$ cat src/rtl/ea_calc.sv
// ea_calc: resolves effective address E (Y + index, indirect chains via memory); optional EA_INDIRECT_LIMIT_EN bounds chain depth.
// Latency: 2 cycles accept-to-out_valid for direct/indexed, plus (1 + memory wait) per indirect level.
// Backpressure: holds out_inst/out_e and deasserts inst_ready until out_ready; mem_read held until mem_ack.
module ea_calc #(
    parameter int MAX_INDIRECT = 16
) (
    input  logic         clk,
    input  logic         reset_n,
    input  logic         inst_valid,
    output logic         inst_ready,
    input  logic [0:35]  inst,
    output logic [0:3]   ac_addr,
    input  logic [0:35]  ac_data,
    output logic         mem_read,
    output logic [18:35] mem_addr,
    input  logic         mem_ack,
    input  logic [0:35]  mem_data,
    input  logic         interrupt_pending,
    output logic         out_valid,
    input  logic         out_ready,
    output logic [0:35]  out_inst,
    output logic [18:35] out_e,
    output logic         ea_abort,
    output logic         ea_fault
);

    localparam logic [1:0] IDLE = 2'd0;
    localparam logic [1:0] CALC = 2'd1;
    localparam logic [1:0] IND  = 2'd2;
    localparam logic [1:0] DONE = 2'd3;

    logic [1:0]   state;
    logic         w_i;
    logic [0:3]   w_x;
    logic [18:35] w_y;
    logic [18:35] e_sum;
    logic         ind_limit;
    logic         unused_bits;

    // X=0 means "no index", never AC0.
    assign e_sum = w_y + ((w_x != 4'd0) ? ac_data[18:35] : 18'd0);

    assign inst_ready = (state == IDLE);
    assign out_valid  = (state == DONE);
    assign mem_read   = (state == IND);
    assign mem_addr   = out_e;
    assign ac_addr    = w_x;

    assign unused_bits = ^{ac_data[0:17], mem_data[0:12]};

`ifdef EA_INDIRECT_LIMIT_EN
    localparam int CW = $clog2(MAX_INDIRECT + 1) + 1;

    logic [CW-1:0] ind_cnt;

    // Counter already equals the limit: one more level would exceed it.
    assign ind_limit = (ind_cnt >= CW'(MAX_INDIRECT));

    always_ff @(posedge clk) begin
        if (!reset_n) begin
            ind_cnt  <= '0;
            ea_fault <= 1'b0;
        end else begin
            ea_fault <= (state == CALC) && w_i && !interrupt_pending && ind_limit;
            if (state == IDLE && inst_valid) begin
                ind_cnt <= '0;
            end else if (state == CALC && w_i && !interrupt_pending && !ind_limit) begin
                ind_cnt <= ind_cnt + 1'b1;
            end
        end
    end
`else
    localparam int unused_max_indirect = MAX_INDIRECT;

    assign ind_limit = 1'b0;
    assign ea_fault  = 1'b0;
`endif

    always_ff @(posedge clk) begin
        if (!reset_n) begin
            state    <= IDLE;
            w_i      <= 1'b0;
            w_x      <= '0;
            w_y      <= '0;
            out_inst <= '0;
            out_e    <= '0;
            ea_abort <= 1'b0;
        end else begin
            ea_abort <= 1'b0;
            case (state)
                IDLE: begin
                    if (inst_valid) begin
                        out_inst <= inst;
                        w_i      <= inst[13];
                        w_x      <= inst[14:17];
                        w_y      <= inst[18:35];
                        state    <= CALC;
                    end
                end
                CALC: begin
                    out_e <= e_sum;
                    if (!w_i) begin
                        state <= DONE;
                    end else if (interrupt_pending) begin
                        // Abort wins over the depth limit when both hold.
                        ea_abort <= 1'b1;
                        state    <= IDLE;
                    end else if (ind_limit) begin
                        state <= IDLE;
                    end else begin
                        state <= IND;
                    end
                end
                IND: begin
                    if (mem_ack) begin
                        w_i   <= mem_data[13];
                        w_x   <= mem_data[14:17];
                        w_y   <= mem_data[18:35];
                        state <= CALC;
                    end
                end
                DONE: begin
                    if (out_ready) begin
                        state <= IDLE;
                    end
                end
                default: state <= IDLE;
            endcase
        end
    end

endmodule

$ cat config.mk
export PLATFORM = sky130hd
export DESIGN_NAME = ea_calc
export DESIGN_NICKNAME = d
export VERILOG_FILES = /design/src/rtl/ea_calc.sv
export SDC_FILE = /design/constraint.sdc
export NUM_CORES = 1
export LEC_CHECK = 0
export ABC_CLOCK_PERIOD_IN_PS = 2700
export CAP_MARGIN = 10
export CORE_MARGIN = 5
export CORE_UTILIZATION = 38
export DETAILED_ROUTE_END_ITERATION = 10
export PLACE_DENSITY = 0.77
export SLEW_MARGIN = 20
export SYNTH_ARGS = -nofsm -noshare
export SYNTH_HDL_FRONTEND = slang
export SYNTH_SLANG_ARGS = --single-unit
$ cat constraint.sdc
create_clock -name clk -period 2.7 [get_ports clk]
set_input_delay 0.405 -clock clk [delete_from_list [all_inputs] [get_ports clk]]
set_output_delay 0.405 -clock clk [all_outputs]
set_load 0.005 [all_outputs]
==> key figures, run 1 <==
GRT
  – Total GRT Usage: 18.2%
  – Vias in the first global route: 4,346
  – GRT overflow: 0
  – Initial antenna violation count: 0
  – Largest net degree at the start of global routing: 59
  – First-pass GRT wire length: ~21,000 um

Power and ir drop
  – Seq pwr share: between 30% and 40%
  – Switching part of the total power: 31.3%
  – Pwr Density: 639 nW/um2
  – Leakage: 2.64 nW
  – Tot Pwr: 4.10 mW
  – Comb pwr share: a little over a third
  – Max IR drop VDD: 0.000350 V
  – Clock power share: 29.5%
  – NetSw: 1.28 mW
  – Cell internal pwr: 2.82 mW

Floorplanning
  – Chip Height: approximately 120 um
  – Die Wd: 117 um
  – Initial core utilization: between 30 and 40%
  – # rows: 39
  – Core Area: 11,400 um2
  – Die area: around 14,000 um2
  – I/O pin total: 195

Logic synthesis
  – Post-synth top cells: nand2_1 (119), dfxtp_1 (80), a21boi_0 (38)
  – Mean Syn Cell Area: roughly 8.6 um2
  – Post-synth top area share: 36.6%
  – EDFF count, synth: 0
  – Unique masters post-synth: ~60
  – Synthesis Warnings: 0
  – Syn Inst Count: 509
  – Area contributors post-synth: dfxtp_1 (37%), nand2_1 (10%), a21boi_0 (6.5%)
  – Cell accounting for the most synthesized area: dfxtp_1
  – Post-synthesis sequential area ratio: 36.6%
  – Post-Synthesis Cell Area: 4380 um2
  – Cell with the most instances after synthesis: nand2_1
  – Most used flip-flop cell after synthesis: dfxtp_1
  – Net Count, Synth: 641
  – Post-synthesis register bit count: 80
  – Async set or reset register ratio after synthesis: 0%

STA
  – Final setup margin: approximately 84 ps
  – Tightest Pin Transition: 959 ps
  – Endpoints failing setup: 0
  – Fmax: 382 MHz
  – Setup Skew: 7.66 ps
  – Fin. Hold Viols: 0
  – RSZ-0062 raised after global routing: true
  – Rel. slew slack: 36.1%
  – Final period util: 96.9%
  – Slew Viols, Final: 0
  – Hold_ws: 464 ps
  – Crit path time final: 2620 ps

Placement
  – Hpwl dp: about 9800 um
  – Place WS: -260 ps
  – PortBufs: 162
  – GP Congestion: roughly 0.86
  – Placed instance area: 6020 um2

Hold path
  – HP Class: flip-flop to flip-flop

Detailed routing
  – Routed WL: 12,900 um
  – DR iter-0 viols: roughly 210
  – Post-DRT Antenna Nets: 0
  – Vias per inst: between 5 and 6
  – First-pass DRT Iterations: 4
  – DRC: 0
  – Drt wl/cell: 16.2 um
  – DR vias: 4,181

Clock network
  – Clock sink total: 80
  – Worst-path clk slew: 60 ps
  – CTS tree: done
  – Total CTS buffers: 9
  – Worst-skew pair later-pin latency: between 300 and 400 ps
  – CTS root buf: clkbuf_16
  – H-tree Lvls: 3
  – Clock buffer depth: 2

Cells and area
  – Share of layout cells above drive strength 1: 8.85%
  – Layout Nets: between 700 and 800
  – Final instance area: 6410 um2
  – Multi-input logic area: roughly 2500 um2
  – Layout Utilization: 56.4%
  – Inserted Diodes: 0
  – Sequential Area: between 1500 and 2000 um2
  – P&R area growth vs syn: 46.6%
  – Fill cell count: between 1,000 and 1,500

Setup path
  – Crit end category: flip-flop
  – Crit Path Category: flip-flop to flip-flop
  – CP max FO: 11
  – CP arrival: between 2000 and 3000 ps
  – Worst Path Required: roughly 2900 ps
  – CP Launch Type: flip-flop

Job
  – Max-Cap Viols: 0

Outcome
  – Outcome: complete, no violations
## through the flow
stage | setup TNS [ps] | instances
floorplan | 0 | 509
global placement | -389 | 780
detailed placement | -726 | 780
CTS | 0 | 796
global route | -81.6 | 798
finish | 0 | 798
## critical path, stage by stage (launching register included)
cell	delay (ps)
dfxtp_2	340
nor4_4	270
buf_4	200
buf_12	130
nor2b_1	50
ha_1	350
nand2_1	140
nor2_2	190
o2111ai_4	190
a31oi_4	280
nand3_1	100
o311ai_1	270
## routing by layer
metal	GRT usage, %	up-vias	wire [um]	part of all wire (%)
li1	-	2029	-	-
met4	6.67	0	384	3.0
met1	21.0	1996	5270	41
met2	32.4	130	6560	51
met3	4.28	26	697	5.4
met5	0	-	0	0
## power groups by stage
stage | Clock, mW | Combinational (mW) | Sequential [mW]
detailed placement | 0 | 1.40 | 1.47
finish | 1.21 | 1.45 | 1.44
global placement | 0 | 1.36 | 1.46
CTS | 1.24 | 1.43 | 1.44
floorplan | 0 | 0.809 | 1.45
global route | 1.29 | 1.59 | 1.46
## area by class of cell
type | instances | share of cell area, %
timing repair buffer | 180 | 27.7
clock buffer | 10 | 3.57
multi-input combinational | 373 | 39.4
inverter | 6 | 0.351
clock inverter | 6 | 1.09
tap | 143 | 2.79
sequential | 80 | 25.1
## timing repair
action,4_1_cts,5_1_grt
setup buffers,0,2
gates resized for setup,8,10
setup endpoints to repair,4,5
hold buffers,0,0
pin swaps,0,5
## flip-flops by register name, summed over array words and instances, names as in the netlist
| signal | flops |
|---|---|
| out_inst | 36 |
| mem_addr | 18 |
| w_y | 18 |
| ac_addr | 4 |
| state | 2 |
| ea_abort | 1 |
| w_i | 1 |
## placed cells by master (no fill, tap or decap), drive strengths merged, types with 17 or more instances in the layout
master / Yosys / final
o21ai: 17 / 17
mux2i: 24 / 24
a21boi: 39 / 39
buf: 32 / 19
ha: 17 / 17
nor2b: 21 / 21
nand3: 18 / 18
dfxtp: 80 / 80
nand2: 120 / 120
o211a: 24 / 24
clkdlybuf4s50: 0 / 161
## logic make-up after synthesis
kind of cell               synth area share, %
and+or+nand+nor                           20.9
DFF                                       36.6
xor gates and xnor gates                  1.60
buffers and inverters                     7.46
adders and majority gates                 5.32
other                                   0.0857
muxes                                     5.49
AOI/OAI and AO/OA                         22.6
## final timing paths
path | startpoint | end | slack, ps | depth (start not counted)
worst max-delay path | ac_addr[0]$_SDFFE_PN0P_ | mem_addr[20]$_SDFFE_PN0P_ | 80 | 11
worst min register to register | out_inst[25]$_SDFFE_PN0P_ | out_inst[25]$_SDFFE_PN0P_ | 460 | 2
worst max register to register | ac_addr[0]$_SDFFE_PN0P_ | mem_addr[20]$_SDFFE_PN0P_ | 80 | 11
worst min-delay path | out_inst[25]$_SDFFE_PN0P_ | out_inst[25]$_SDFFE_PN0P_ | 460 | 2
(Power assumes the default switching activity.)
==> inputs of run 2 (changes only) <==
==> constraint.sdc (replaced) <==
create_clock -name clk -period 2.7 [get_ports clk]
set_input_delay 0.27 -clock clk [delete_from_list [all_inputs] [get_ports clk]]
set_output_delay 0.27 -clock clk [all_outputs]
set_load 0.005 [all_outputs]
==> run 2 against run 1 <==
Hold slack lost 130 ps; clock power is essentially flat; non-clock buffer count shrank 2; sequential power is essentially flat; via count shrank 1.6%; combinational power is essentially flat; core utilization shrank 0.20 points; die area is the same; sequential cell count is the same; highest routed layer unchanged; final area shrank 0.35%; global-route usage shrank 0.68 points.
==> key figures, run 2 (same netlist as run 1, synthesis figures left out) <==
Power and ir drop
  – Cell internal pwr: approximately 2.9 mW
  – Pwr Density: 644 nW/um2
  – Comb pwr share: 34.8%
  – Leakage: 2.63 nW
  – Clock power share: about 30%
  – Switching part of the total power: 30.7%
  – Max IR drop VDD: 0.000317 V
  – Tot Pwr: 4.12 mW
  – Seq pwr share: a little over a third
  – NetSw: 1.26 mW

Clock network
  – # hold bufs at CTS: 0
  – H-tree Lvls: 3
  – Total CTS buffers: 9
  – Clock buffer depth: 2
  – CTS tree: done
  – CTS root buf: clkbuf_16
  – Worst-path clk slew: 60 ps
  – Clock sink total: 80
  – Worst-skew pair later-pin latency: roughly 330 ps

STA
  – TNS Setup: 0 ps
  – Endpoints failing setup: 0
  – Slew Viols, Final: 0
  – Hold_ws: 330 ps
  – Final setup margin: 127 ps
  – Fin. Hold Viols: 0
  – Setup Skew: 6.13 ps
  – Rel. slew slack: 42.8%
  – Final period util: between 90% and 100%
  – Tightest Pin Transition: ~860 ps
  – RSZ-0062 raised after global routing: true
  – Fmax: 389 MHz
  – Crit path time final: 2570 ps

Cells and area
  – P&R area growth vs syn: 46.1%
  – Commonest non-fill, non-tap cell in the layout: clkdlybuf4s50_1
  – Layout Cells excl Fill: slightly below 800
  – Layout Utilization: 56.2%
  – Most frequent cells in the layout: clkdlybuf4s50_1 (161), nand2_1 (119), dfxtp_1 (76)
  – Share of layout cells above drive strength 1: 9.19%
  – Inserted Diodes: 0
  – Max reg flops: 36
  – Most flops, register: out_inst
  – Layout Nets: 780
  – Final instance area: 6390 um2

Detailed routing
  – Post-DRT Antenna Nets: 0
  – DR iter-0 viols: 176
  – Wire length on met3: 663 um
  – Met1 WL: 5250 um
  – Vias per inst: around 5.2
  – Drt wl/cell: between 15 and 20 um
  – Uppermost layer routed: met4
  – Routed WL: 12,700 um
  – Met2 wire length: 6410 um
  – DRC: 0
  – DR vias: ~4,100
  – First-pass DRT Iterations: 4

Placement
  – Placed instance area: 5990 um2
  – Place WS: -104 ps
  – PortBufs: 162
  – GP Congestion: between 0.8 and 0.9
  – Hpwl dp: 9540 um
  – Number of cells after detailed placement: 779

Floorplanning
  – Die Wd: 117 um
  – I/O pin total: 195
  – Core Area: 11,400 um2
  – Chip Height: 117 um
  – Die area: approximately 14,000 um2
  – Initial core utilization: 38.5%
  – # rows: 39

Setup path
  – Slowest-stage cell, CP: dfxtp_4
  – R2R Setup Slk: between 100 and 150 ps
  – CP max FO: 6
  – Worst Path Required: 2910 ps
  – Crit end category: flip-flop
  – CP Launch Type: flip-flop
  – R2R Path End: mem_addr[18]$_SDFFE_PN0P_
  – R2R Path Start: ac_addr[1]$_SDFFE_PN0P_
  – Crit-path cells: nor4_4, buf_6, nand2b_4, inv_1, ha_1, a21o_1, and4_4, o2111ai_4, nand3_2, a2111oi_2, a211oi_1
  – CP max stage delay: 350 ps
  – Worst r2r path cells: 11
  – CP arrival: 2780 ps
  – Crit Path Category: flip-flop to flip-flop

GRT
  – Total GRT Usage: 17.5%
  – Vias in the first global route: 4,156
  – Initial antenna violation count: 0
  – GRT overflow: 0
  – Largest net degree at the start of global routing: 50
  – First-pass GRT wire length: 20,200 um

Hold path
  – Origin of the worst min-delay path: reset_n
  – Hold path cells: 3
  – Endpoint, Worst Hold: ea_abort$_SDFF_PN0_
  – HP Class: input pin to flip-flop

Outcome
  – Outcome: complete, no violations

Job
  – Max-Cap Viols: 0
-- run 2: cell count changes in the layout (fill, tap and decap cells not counted), sizes merged --
cell and change:
clkinvlp -1, buf -2, clkbuf +1
-- run 2: worst max-delay path, delay by kind of cell, from the launching register on --
family	cells	cell delay, ps
flip-flops	1	350
adder cells (fa/ha/maj)	1	260
buffers and inverters	2	210
AO/OA/AOI/OAI	4	870
AND/OR/NAND/NOR	4	740
-- run 2: worst max-delay path by stage --
stage	start	cells past startpoint	endpoint
floorplan	ac_addr[0]$_SDFFE_PN0P_	9	mem_addr[21]$_SDFFE_PN0P_
global route	ac_addr[1]$_SDFFE_PN0P_	11	mem_addr[20]$_SDFFE_PN0P_
CTS	ac_addr[0]$_SDFFE_PN0P_	11	mem_addr[18]$_SDFFE_PN0P_
global placement	ac_data[35]	11	mem_addr[21]$_SDFFE_PN0P_
finish	ac_addr[1]$_SDFFE_PN0P_	11	mem_addr[18]$_SDFFE_PN0P_
detailed placement	ac_data[35]	11	mem_addr[21]$_SDFFE_PN0P_
-- run 2: power by group through the flow --
stage                     Clock (mW)  Combinational [mW]  Sequential (mW)
after detailed placement           0                1.37             1.46
after global placement             0                1.34             1.46
after CTS                       1.26                1.38             1.44
final                           1.24                1.43             1.44
after floorplan                    0               0.809             1.45
after global routing            1.31                1.57             1.46
-- run 2: layout make-up --
type                       count  area [um2]
sequential                    80        1610
inverter                       6        22.5
tap                          143         179
timing repair buffer         178        1740
clock buffer                  11         253
clock inverter                 5        55.1
fill                        1042        4980
multi-input combinational    373        2530
-- run 2: per-layer routing --
| layer | up-vias | track usage, % |
|---|---|---|
| met3 | 29 | 4.28 |
| met1 | 1923 | 20.8 |
| met5 | - | 0 |
| met2 | 131 | 30.1 |
| li1 | 2030 | - |
| met4 | 0 | 7.03 |
-- run 2: timing repair --
item | 4_1_cts | 5_1_grt
resized for setup | 4 | 17
buffers inserted | 0 | 1
pin swaps | 0 | 13
endpoints found under the setup margin | 2 | 7
